--- config.mk ---
export PLATFORM = sky130hd
export DESIGN_NAME = mkio_receiver_flat
export DESIGN_NICKNAME = d
export VERILOG_FILES = /design/src/rtl/mkio_receiver_if.sv /design/src/rtl/mkio_receiver.sv /design/src/flat_wrapper.sv
export SDC_FILE = /design/constraint.sdc
export NUM_CORES = 1
export LEC_CHECK = 0
export ABC_AREA = 0
export CORE_MARGIN = 3
export CORE_UTILIZATION = 32
export CTS_CLUSTER_SIZE = 30
export DETAILED_ROUTE_END_ITERATION = 7
export GPL_TIMING_DRIVEN = 0
export PLACE_DENSITY = 0.61
export SYNTH_ARGS = -nofsm -noshare
export SYNTH_HDL_FRONTEND = slang
export SYNTH_SLANG_ARGS = --single-unit
--- constraint.sdc ---
create_clock -name clk -period 3.3 [get_ports clk]
set_clock_uncertainty 0.2 [all_clocks]
set_input_delay 0.495 -clock clk [delete_from_list [all_inputs] [get_ports clk]]
set_output_delay 0.495 -clock clk [all_outputs]
set_load 0.02 [all_outputs]
--- src/rtl/mkio_receiver_if.sv ---
// Line pair and receive-result bundle for the MKIO Manchester receiver.
// The master side drives the line pair and observes the decoded words.
// The slave side is the receiver.
interface mkio_receiver_if;
    logic        DI1;
    logic        DI0;
    logic [15:0] data_rec;
    logic        cd_rec;
    logic        rdy_rec;
    logic        err_rec;
    logic        busy_rec;

    modport master (
        output DI1, DI0,
        input  data_rec, cd_rec, rdy_rec, err_rec, busy_rec
    );

    modport slave (
        input  DI1, DI0,
        output data_rec, cd_rec, rdy_rec, err_rec, busy_rec
    );
endinterface

--- src/rtl/mkio_receiver.sv ---
// MKIO (MIL-STD-1553 style) Manchester word receiver.
// A word is 40 half-bits of 8 clocks each. Half-bits 0-5 are the sync,
// half-bits 6-37 are 16 data bit pairs (MSB first), and 38-39 are the
// odd-parity pair. Timing is slaved to the first active cycle of the
// word, and each half-bit is sampled at phase 3 of its 8-clock window.
//
//   state      | meaning
//   -----------+------------------------------------------------------
//   IDLE       | line quiet, waiting for the first active cycle
//   SYNC       | sampling half-bits 0-5, checking the sync shape
//   DATA       | sampling half-bits 6-39, shifting data, checking pairs
//   WAIT_IDLE  | bad sync seen, waiting for 8 quiet cycles before IDLE
module mkio_receiver (
    input  logic           clk,
    input  logic           reset,
    mkio_receiver_if.slave rx_bus
);

    localparam logic [1:0] ST_IDLE      = 2'd0;
    localparam logic [1:0] ST_SYNC      = 2'd1;
    localparam logic [1:0] ST_DATA      = 2'd2;
    localparam logic [1:0] ST_WAIT_IDLE = 2'd3;

    localparam logic [2:0] PH_SAMPLE     = 3'd3;
    localparam logic [2:0] PH_LAST       = 3'd7;
    localparam logic [2:0] QUIET_RELOAD  = 3'd7;
    localparam logic [5:0] IDX_SYNC_LAST = 6'd5;
    localparam logic [5:0] IDX_SYNC_FLIP = 6'd3;
    localparam logic [5:0] IDX_PARITY    = 6'd38;
    localparam logic [5:0] IDX_LAST      = 6'd39;

    // Line synchronizer (two flops per rail).
    logic r_di1_m;
    logic r_di0_m;
    logic r_di1_s;
    logic r_di0_s;

    // Sequencer state.
    logic [1:0]  r_state;
    logic [2:0]  r_phase;
    logic [5:0]  r_index;
    logic [2:0]  r_quiet_tmr;

    // Word datapath.
    logic        r_cd;
    logic        r_first;
    logic [15:0] r_shift;
    logic        r_par;
    logic        r_man_err;

    // Registered outputs.
    logic [15:0] r_data_rec;
    logic        r_cd_rec;
    logic        r_rdy_rec;
    logic        r_err_rec;

    // Decoded per-cycle conditions.
    logic w_active;
    logic w_sample;
    logic w_start;
    logic w_in_word;
    logic w_smp;
    logic w_sync_exp;
    logic w_sync_bad;
    logic w_sync_fail;
    logic w_word_done;
    logic w_pair_bad;
    logic w_man_final;
    logic w_par_err;

    assign w_active  = r_di1_s ^ r_di0_s;
    assign w_sample  = r_di1_s;
    assign w_start   = (r_state == ST_IDLE) && w_active;
    assign w_in_word = (r_state == ST_SYNC) || (r_state == ST_DATA);
    assign w_smp     = w_in_word && (r_phase == PH_SAMPLE);

    // Half-bit 0 defines the sync type, so it can never mismatch itself;
    // the first three half-bits carry ~cd and the last three carry cd.
    assign w_sync_exp  = (r_index < IDX_SYNC_FLIP) ? ~r_cd : r_cd;
    assign w_sync_bad  = (r_index != 6'd0) && (w_sample != w_sync_exp);
    assign w_sync_fail = (r_state == ST_SYNC) && w_smp && w_sync_bad;
    assign w_word_done = (r_state == ST_DATA) && w_smp && (r_index == IDX_LAST);

    // Second half of a pair must be the complement of the first.
    assign w_pair_bad  = r_index[0] && (w_sample == r_first);

    // The final half-bit's own checks are folded in here, because the
    // result is reported in the very next cycle.
    assign w_man_final = r_man_err || !w_active || w_pair_bad;
    assign w_par_err   = ~(^{r_shift, r_par});

    // Two-flop synchronizer on each line rail.
    always_ff @(posedge clk or posedge reset) begin
        if (reset) begin
            r_di1_m <= 1'b0;
            r_di0_m <= 1'b0;
            r_di1_s <= 1'b0;
            r_di0_s <= 1'b0;
        end else begin
            r_di1_m <= rx_bus.DI1;
            r_di0_m <= rx_bus.DI0;
            r_di1_s <= r_di1_m;
            r_di0_s <= r_di0_m;
        end
    end

    // State sequencing with phase/half-bit counters and the quiet-line timer.
    always_ff @(posedge clk or posedge reset) begin
        if (reset) begin
            r_state     <= ST_IDLE;
            r_phase     <= 3'd0;
            r_index     <= 6'd0;
            r_quiet_tmr <= 3'd0;
        end else begin
            case (r_state)
                ST_IDLE: begin
                    r_phase <= 3'd0;
                    r_index <= 6'd0;
                    if (w_active) begin
                        // The start cycle itself is phase 0.
                        r_state <= ST_SYNC;
                        r_phase <= 3'd1;
                    end
                end

                ST_SYNC: begin
                    if (w_sync_fail) begin
                        r_state     <= ST_WAIT_IDLE;
                        r_phase     <= 3'd0;
                        r_index     <= 6'd0;
                        r_quiet_tmr <= QUIET_RELOAD;
                    end else begin
                        r_phase <= r_phase + 3'd1;
                        if (r_phase == PH_LAST) begin
                            r_index <= r_index + 6'd1;
                            if (r_index == IDX_SYNC_LAST) begin
                                r_state <= ST_DATA;
                            end
                        end
                    end
                end

                ST_DATA: begin
                    r_phase <= r_phase + 3'd1;
                    if (r_phase == PH_LAST) begin
                        if (r_index == IDX_LAST) begin
                            // Back in IDLE exactly when a back-to-back
                            // word's first half-bit arrives.
                            r_state <= ST_IDLE;
                            r_index <= 6'd0;
                        end else begin
                            r_index <= r_index + 6'd1;
                        end
                    end
                end

                default: begin
                    r_phase <= 3'd0;
                    r_index <= 6'd0;
                    if (w_active) begin
                        r_quiet_tmr <= QUIET_RELOAD;
                    end else if (r_quiet_tmr == 3'd0) begin
                        r_state <= ST_IDLE;
                    end else begin
                        r_quiet_tmr <= r_quiet_tmr - 3'd1;
                    end
                end
            endcase
        end
    end

    // Sample capture: sync type, data shift register, parity bit, error flag.
    always_ff @(posedge clk or posedge reset) begin
        if (reset) begin
            r_cd      <= 1'b0;
            r_first   <= 1'b0;
            r_shift   <= 16'h0000;
            r_par     <= 1'b0;
            r_man_err <= 1'b0;
        end else if (w_start) begin
            r_man_err <= 1'b0;
        end else if (w_smp) begin
            if (!w_active) begin
                r_man_err <= 1'b1;
            end
            if (r_state == ST_SYNC) begin
                if (r_index == 6'd0) begin
                    r_cd <= ~w_sample;
                end
            end else begin
                if (!r_index[0]) begin
                    r_first <= w_sample;
                    if (r_index == IDX_PARITY) begin
                        r_par <= w_sample;
                    end else begin
                        r_shift <= {r_shift[14:0], w_sample};
                    end
                end else if (w_pair_bad) begin
                    r_man_err <= 1'b1;
                end
            end
        end
    end

    // Result registers: data/cd only change together with the ready pulse.
    always_ff @(posedge clk or posedge reset) begin
        if (reset) begin
            r_data_rec <= 16'h0000;
            r_cd_rec   <= 1'b0;
            r_rdy_rec  <= 1'b0;
            r_err_rec  <= 1'b0;
        end else begin
            r_rdy_rec <= 1'b0;
            r_err_rec <= 1'b0;
            if (w_sync_fail) begin
                r_err_rec <= 1'b1;
            end
            if (w_word_done) begin
                r_rdy_rec  <= 1'b1;
                r_err_rec  <= w_man_final || w_par_err;
                r_data_rec <= r_shift;
                r_cd_rec   <= r_cd;
            end
        end
    end

    assign rx_bus.data_rec = r_data_rec;
    assign rx_bus.cd_rec   = r_cd_rec;
    assign rx_bus.rdy_rec  = r_rdy_rec;
    assign rx_bus.err_rec  = r_err_rec;
    assign rx_bus.busy_rec = w_in_word;

endmodule

--- src/flat_wrapper.sv ---
// flat-port wrapper written by rule: the top's interface ports become plain ports
module mkio_receiver_flat 
  (clk, reset, rx_bus_DI1, rx_bus_DI0, rx_bus_data_rec, rx_bus_cd_rec, rx_bus_rdy_rec, rx_bus_err_rec, rx_bus_busy_rec);
  mkio_receiver_if rx_bus_i ();
  input  logic clk;
  input  logic reset;
  input wire logic [$bits(rx_bus_i.DI1)-1:0] rx_bus_DI1;
  input wire logic [$bits(rx_bus_i.DI0)-1:0] rx_bus_DI0;
  output wire logic [$bits(rx_bus_i.data_rec)-1:0] rx_bus_data_rec;
  output wire logic [$bits(rx_bus_i.cd_rec)-1:0] rx_bus_cd_rec;
  output wire logic [$bits(rx_bus_i.rdy_rec)-1:0] rx_bus_rdy_rec;
  output wire logic [$bits(rx_bus_i.err_rec)-1:0] rx_bus_err_rec;
  output wire logic [$bits(rx_bus_i.busy_rec)-1:0] rx_bus_busy_rec;
  assign rx_bus_i.DI1 = rx_bus_DI1;
  assign rx_bus_i.DI0 = rx_bus_DI0;
  assign rx_bus_data_rec = rx_bus_i.data_rec;
  assign rx_bus_cd_rec = rx_bus_i.cd_rec;
  assign rx_bus_rdy_rec = rx_bus_i.rdy_rec;
  assign rx_bus_err_rec = rx_bus_i.err_rec;
  assign rx_bus_busy_rec = rx_bus_i.busy_rec;
  mkio_receiver u_core (.clk(clk), .reset(reset), .rx_bus(rx_bus_i));
endmodule
==> flow_summary.toml, run 1 <==
[cts]
clockBufferDepth = 2
h-tree-depth = 3
cts_hold_buf = 0
cts_resized = 0
clk_transition_reported_paths_ns = 0.06
cts_tree = "built"
cts_made_buffers = 9
cts-root-buf = "clkbuf_8"
clk_latency_ns = 0.33
cts_sinks = 57
post_cts_buffers = 0

[placement]
io_buffers = 23
place_congestion = 0.766
place_inst = 357
dp_hpwl_um = 3560

[synth]
syn_area_um2 = 2860
synth_cells = 228
yosys_register_bits = 57
synth_top_area_frac = 0.499
synth-main-ff-cell = "dfrtp_1"
synth_cell_type_count = 46
ys_warn_count = 0
netlist.top_cell.by_area = "dfrtp_1"
syn_area_per_cell_um2 = 12.5
syn-num-nets = 245
synth_area_leaders = "dfrtp_1, mux2_2, ha_1, xnor2_1, a21oi_1"
synth_edf_count = 0
ys_seq_area_frac = 0.499
synth_async_sr_flop_share = 1.00

[route]
top_layer = "met4"
drc = 0
wl_per_cell_um = 13.3
viasPerCell = 4.87
via_count = 1816
drt_iter0_markers = 59
firstDrtPassIters = 4
met3_length_um = 237
ant_nets = 0
routed_wl_um = 4960
wl_met1_um = 2290
wl_met2_um = 2350

[sta]
finalCriticalPeriod_ns = 2.74
setup-tns-final_ns = 0
slew_violations = 0
rsz0062_at_grt = "no"
hold_violations = 0
fmax_ghz = 0.365
finalSetupViolations = 0
tightest_slew_ns = 0.606
post-route-period-util = 0.829
maxSlewHeadroom = 0.596

[die]
pin_count = 24
core_area_um2 = 8460
start_util = 0.338
row_count = 33
dieArea_um2 = 10100
die_y_um = 101
die_w_um = 101

[worst_setup_path]
crit_fanout = 10
slowest_delay_ns = 0.43
path_class = "flip-flop to flip-flop"
arrival_ns = 2.75
cp-end-kind = "flip-flop"
reg2reg_to = "u_core.r_shift[5]"
crit_buf_inv = 3
cp_top_family = "compound AO/OA/AOI/OAI gates"
crit_chain = "inv_1, ha_1, nand2_1, a2111oi_4, inv_1, a31oi_4, buf_6, mux2_2"
r2r_cells = 8
r2r_setup_slack_ns = 0.56
critical_path_required_ns = 3.32
startpoint_type = "flip-flop"
slowest_stage = "ha_1"
r2r_start = "u_core.r_state[0]"
crit_top_cell = "inv_1"

[flow_run]
drv_cap = 0

[outcome]
status = "completed"

[power]
cellPowerDensity_nw_per_um2 = 594
irDropWorstVdd_uv = 254
total_leakage_power_nw = 1.62

[global_route]
overflow = 0
grt_pass1_vias = 1884
grt_antenna_before_repair = 0
grtUsageTotal = 0.115
grt_max_degree = 33
grt_pass1_wl_um = 9080

[hold_path]
hold_depth = 0
hold_end = "u_core.r_di1_s"
min_from = "u_core.r_di1_m"
hold_class = "flip-flop to flip-flop"

[final_layout]
fillers = 806
areaGrowthSynthToFinish_pct = 20.9
drive_gt1_frac = 0.250
num-nets-final = 280
final_cells = 373
diodes = 0
flip-flops by register name, indices dropped and copies added, names as in the netlist, 2 cells and up:
name                    flops
u_core.r_phase              3
u_core.r_shift             16
u_core.r_state              2
u_core.r_quiet_tmr          3
u_core.r_index              6
u_core.rx_bus.data_rec     16
cell usage in the layout, fill, tap and decap left out, types with 3 or more instances in the layout:
| cell | instances |
|---|---|
| dfrtp_1 | 57 |
| mux2_2 | 35 |
| clkdlybuf4s50_1 | 23 |
| a21oi_1 | 13 |
| nor2_1 | 13 |
| ha_1 | 13 |
| xnor2_1 | 12 |
| clkbuf_8 | 12 |
| nand2_1 | 10 |
| inv_1 | 10 |
| clkbuf_1 | 6 |
| xor2_1 | 5 |
| nand3_1 | 5 |
| a22o_1 | 4 |
| o21ai_0 | 3 |
metal layers:
metal / GRT usage / vias to the layer above
li1: - / 868
met1: 0.152 / 912
met2: 0.170 / 28
met3: 0.0464 / 8
met4: 0.0404 / 0
met5: 0 / -
metrics by stage:
step / cell area [um2] / util / worst slack (ns) / hold WS, ns / total power, mW
6_report: 3460 / 0.408 / 0.563 / 0.148 / 2.05
5_1_grt: 3460 / 0.408 / 0.358 / 0.159 / 2.20
4_1_cts: 3460 / 0.408 / 0.522 / 0.152 / 2.09
3_5_place_dp: 3240 / 0.383 / 0.537 / 0.137 / 1.40
3_3_place_gp: 3220 / 0.380 / 0.139 / 0.134 / 1.38
2_1_floorplan: 2860 / - / 0.719 / 0.131 / 1.26
worst reg2reg max path, cell delays in order (launching register included):
cell       delay, ns
dfrtp_1         0.37
inv_1           0.08
ha_1            0.43
nand2_1         0.13
a2111oi_4       0.43
inv_1           0.13
a31oi_4         0.30
buf_6           0.20
mux2_2          0.34
cells in the mapped netlist (2+ instances only):
master,instances
a22o_1,4
nor2_1,13
nand3_1,5
buf_6,2
nor2b_1,2
inv_1,11
a21oi_1,13
xor2_1,5
nand2b_1,2
xnor2_1,12
dfrtp_1,57
mux2_2,35
clkbuf_1,6
mux2i_1,2
o31ai_1,2
mux2_1,2
ha_1,13
nor3_1,2
o21ai_0,3
nand4_1,2
nand2_1,10
how the worst max path moves through the flow:
stage / from / end / slack [ns] / depth (start not counted)
global placement: reset / u_core.r_phase[2] / 0.14 / 2
finish: u_core.r_state[0] / u_core.r_shift[5] / 0.56 / 8
CTS: u_core.r_state[1] / u_core.r_shift[5] / 0.52 / 8
global route: u_core.r_state[1] / u_core.r_shift[0] / 0.36 / 8
floorplan: u_core.r_state[0] / u_core.r_shift[0] / 0.72 / 8
detailed placement: u_core.r_state[1] / u_core.r_shift[8] / 0.54 / 8
cell families (layout without fill, tap and decap cells):
family	after synthesis	after routing	synth area share
fa+ha+maj	13	13	0.0569
xor+xnor	19	19	0.0656
mux	39	39	0.153
flops	57	57	0.499
compound gates	34	34	0.0993
buf+inv	19	59	0.0302
simple gates	47	47	0.0963
power by group:
| group | leakage [nW] | switching (mW) | internal (mW) | total, mW |
|---|---|---|---|---|
| combinational | 0.752 | 0.313 | 0.242 | 0.555 |
| clock | 0.105 | 0.272 | 0.409 | 0.681 |
| sequential | 0.767 | 0.0519 | 0.767 | 0.819 |
cell type report:
class	count	area (um2)	area share
flip-flops and latches	57	1430	0.413
multi-input cells	152	1350	0.390
repair buffers	24	250	0.0724
clock buffers	12	165	0.0478
well taps	105	131	0.0380
clock inverters	4	50.0	0.0145
plain buffers	8	45.0	0.0130
inverters	11	41.3	0.0119
Power figures use the tool's default switching activity.
==> inputs of run 2 (changes only) <==
==> constraint.sdc (replaced) <==
create_clock -name clk -period 2.7 [get_ports clk]
set_clock_uncertainty 0.2 [all_clocks]
set_input_delay 0.405 -clock clk [delete_from_list [all_inputs] [get_ports clk]]
set_output_delay 0.405 -clock clk [all_outputs]
set_load 0.02 [all_outputs]
==> run 2 against run 1 <==
Via count increased by 0.72%. Sequential cell count unchanged. Critical path depth unchanged. Largest cell class unchanged. Clock power increased by 22%. Sequential power increased by 22%. Die area unchanged. First-iteration DRC count increased by 22%. Worst hold slack unchanged. Register-to-register slack got worse by 0.36 ns. Largest power group unchanged. Combinational power increased by 24%. Highest routed layer unchanged. Non-clock buffer count increased by 2.
==> flow_summary.toml, run 2 (same netlist as run 1, synthesis figures left out) <==
[cts]
h-tree-depth = 3
cts_tree = "built"
clk_transition_reported_paths_ns = 0.06
cts_made_buffers = 9
clk_latency_ns = 0.33
cts_sinks = 57
clockBufferDepth = 2
cts-root-buf = "clkbuf_8"

[sta]
fmax_ghz = 0.401
post-route-period-util = 0.923
setup_ws_ns = 0.208
tightest_slew_ns = 0.607
finalSetupViolations = 0
finalCriticalPeriod_ns = 2.49
hold_violations = 0
maxSlewHeadroom = 0.595
rsz0062_at_grt = "no"
slew_violations = 0

[final_layout]
drive_gt1_frac = 0.263
fillers = 806
layout_common_cells = "dfrtp_1, mux2_2, clkdlybuf4s50_1, a21oi_1, nor2_1"
areaGrowthSynthToFinish_pct = 21.5
final_common_cell = "dfrtp_1"
diodes = 0
multiInputGateArea_um2 = 1350
seq_area_um2 = 1430
final_util = 0.410
num-nets-final = 282

[placement]
dpl_worst_slack_ns = -0.0625
dp_hpwl_um = 3560
place_congestion = 0.766
io_buffers = 23

[power]
total_leakage_power_nw = 1.63
seqPwrFrac = 0.397
p_sw_frac = 0.310
irDropWorstVdd_uv = 311
cellPowerDensity_nw_per_um2 = 726
p_comb_frac = 0.273
p_sw_mw = 0.782
internal-power_mw = 1.74
clockPowerShare = 0.330

[route]
firstDrtPassIters = 4
drt_iter0_markers = 72
viasPerCell = 4.88
wl_per_cell_um = 13.3
ant_nets = 0
drc = 0
routed_wl_um = 4990
via_count = 1829

[worst_setup_path]
cp-end-kind = "flip-flop"
slowest_delay_ns = 0.47
slowest_stage = "dfrtp_2"
path_class = "flip-flop to flip-flop"
crit_fanout = 7
startpoint_type = "flip-flop"
critical_path_required_ns = 2.71
crit_chain = "inv_1, ha_1, nand2b_1, a21boi_1, o21ai_2, and2_4, a221oi_4, mux2_1"
arrival_ns = 2.50

[die]
die_w_um = 101
row_count = 33
start_util = 0.338
core_area_um2 = 8460
pin_count = 24
dieArea_um2 = 10100
die_y_um = 101

[global_route]
grt_pass1_vias = 1891
grt_pass1_wl_um = 9090
overflow = 0
grtUsageTotal = 0.115
grt_max_degree = 33
grt_antenna_before_repair = 0

[flow_run]
drv_cap = 0

[hold_path]
hold_class = "flip-flop to flip-flop"

[outcome]
status = "completed"
[run 2: stage by stage]
step / power [mW] / hold WS [ns] / cell area (um2) / cells / setup TNS (ns)
after global placement: 1.68 / 0.134 / 3220 / 356 / -21.13
after global routing: 2.70 / 0.159 / 3470 / 375 / 0
after detailed placement: 1.71 / 0.137 / 3240 / 357 / -0.568
after CTS: 2.56 / 0.152 / 3470 / 375 / 0
after floorplan: 1.55 / 0.131 / 2860 / 228 / 0
final: 2.52 / 0.148 / 3470 / 375 / 0
[run 2: final cells by class]
class | instances | share of cell area
clock inverters | 4 | 0.0144
plain buffers | 8 | 0.0130
repair buffers | 26 | 0.0763
inverters | 11 | 0.0119
multi-input cells | 152 | 0.388
well taps | 105 | 0.0378
flip-flops and latches | 57 | 0.411
clock buffers | 12 | 0.0475
[run 2: power by group through the flow]
stage | clock, mW | combinational [mW] | sequential (mW)
4_1_cts | 0.864 | 0.695 | 1.00
3_3_place_gp | 0 | 0.666 | 1.02
2_1_floorplan | 0 | 0.542 | 1.00
3_5_place_dp | 0 | 0.688 | 1.02
6_report | 0.833 | 0.688 | 1.00
5_1_grt | 0.900 | 0.787 | 1.02
[run 2: layer usage]
metal / vias up / GRT usage / share of wire
li1: 874 / - / -
met1: 921 / 0.152 / 0.46
met2: 26 / 0.171 / 0.47
met3: 8 / 0.0464 / 0.046
met4: 0 / 0.0404 / 0.018
met5: - / 0 / 0
[run 2: path summary, 6_finish.rpt]
check	from	cells past startpoint	end	slack [ns]
worst max register to register	u_core.r_index[0]	8	u_core.r_state[1]	0.21
worst min-delay path	u_core.r_di1_m	0	u_core.r_di1_s	0.15
max in group asynchronous	reset	3	u_core.r_index[0]	1.47
worst min register to register	u_core.r_di1_m	0	u_core.r_di1_s	0.15
min in group asynchronous	reset	2	u_core.rx_bus.data_rec[3]	0.25
worst max-delay path	u_core.r_index[0]	8	u_core.r_state[1]	0.21
[run 2: critical path, delay by kind of cell (launching register included)]
family,cells,cell delay [ns]
flops,1,0.47
mux,1,0.35
buf+inv,1,0.12
fa+ha+maj,1,0.27
simple gates,2,0.35
compound gates,3,0.62
[run 2: repair_timing]
action                     4_1_cts  5_1_grt
buffers inserted                 2        0
hold buffers                     0        0
pin swaps                        0        1
resized for setup                0        2
setup endpoints to repair       10       19
hold endpoints to repair         0        0
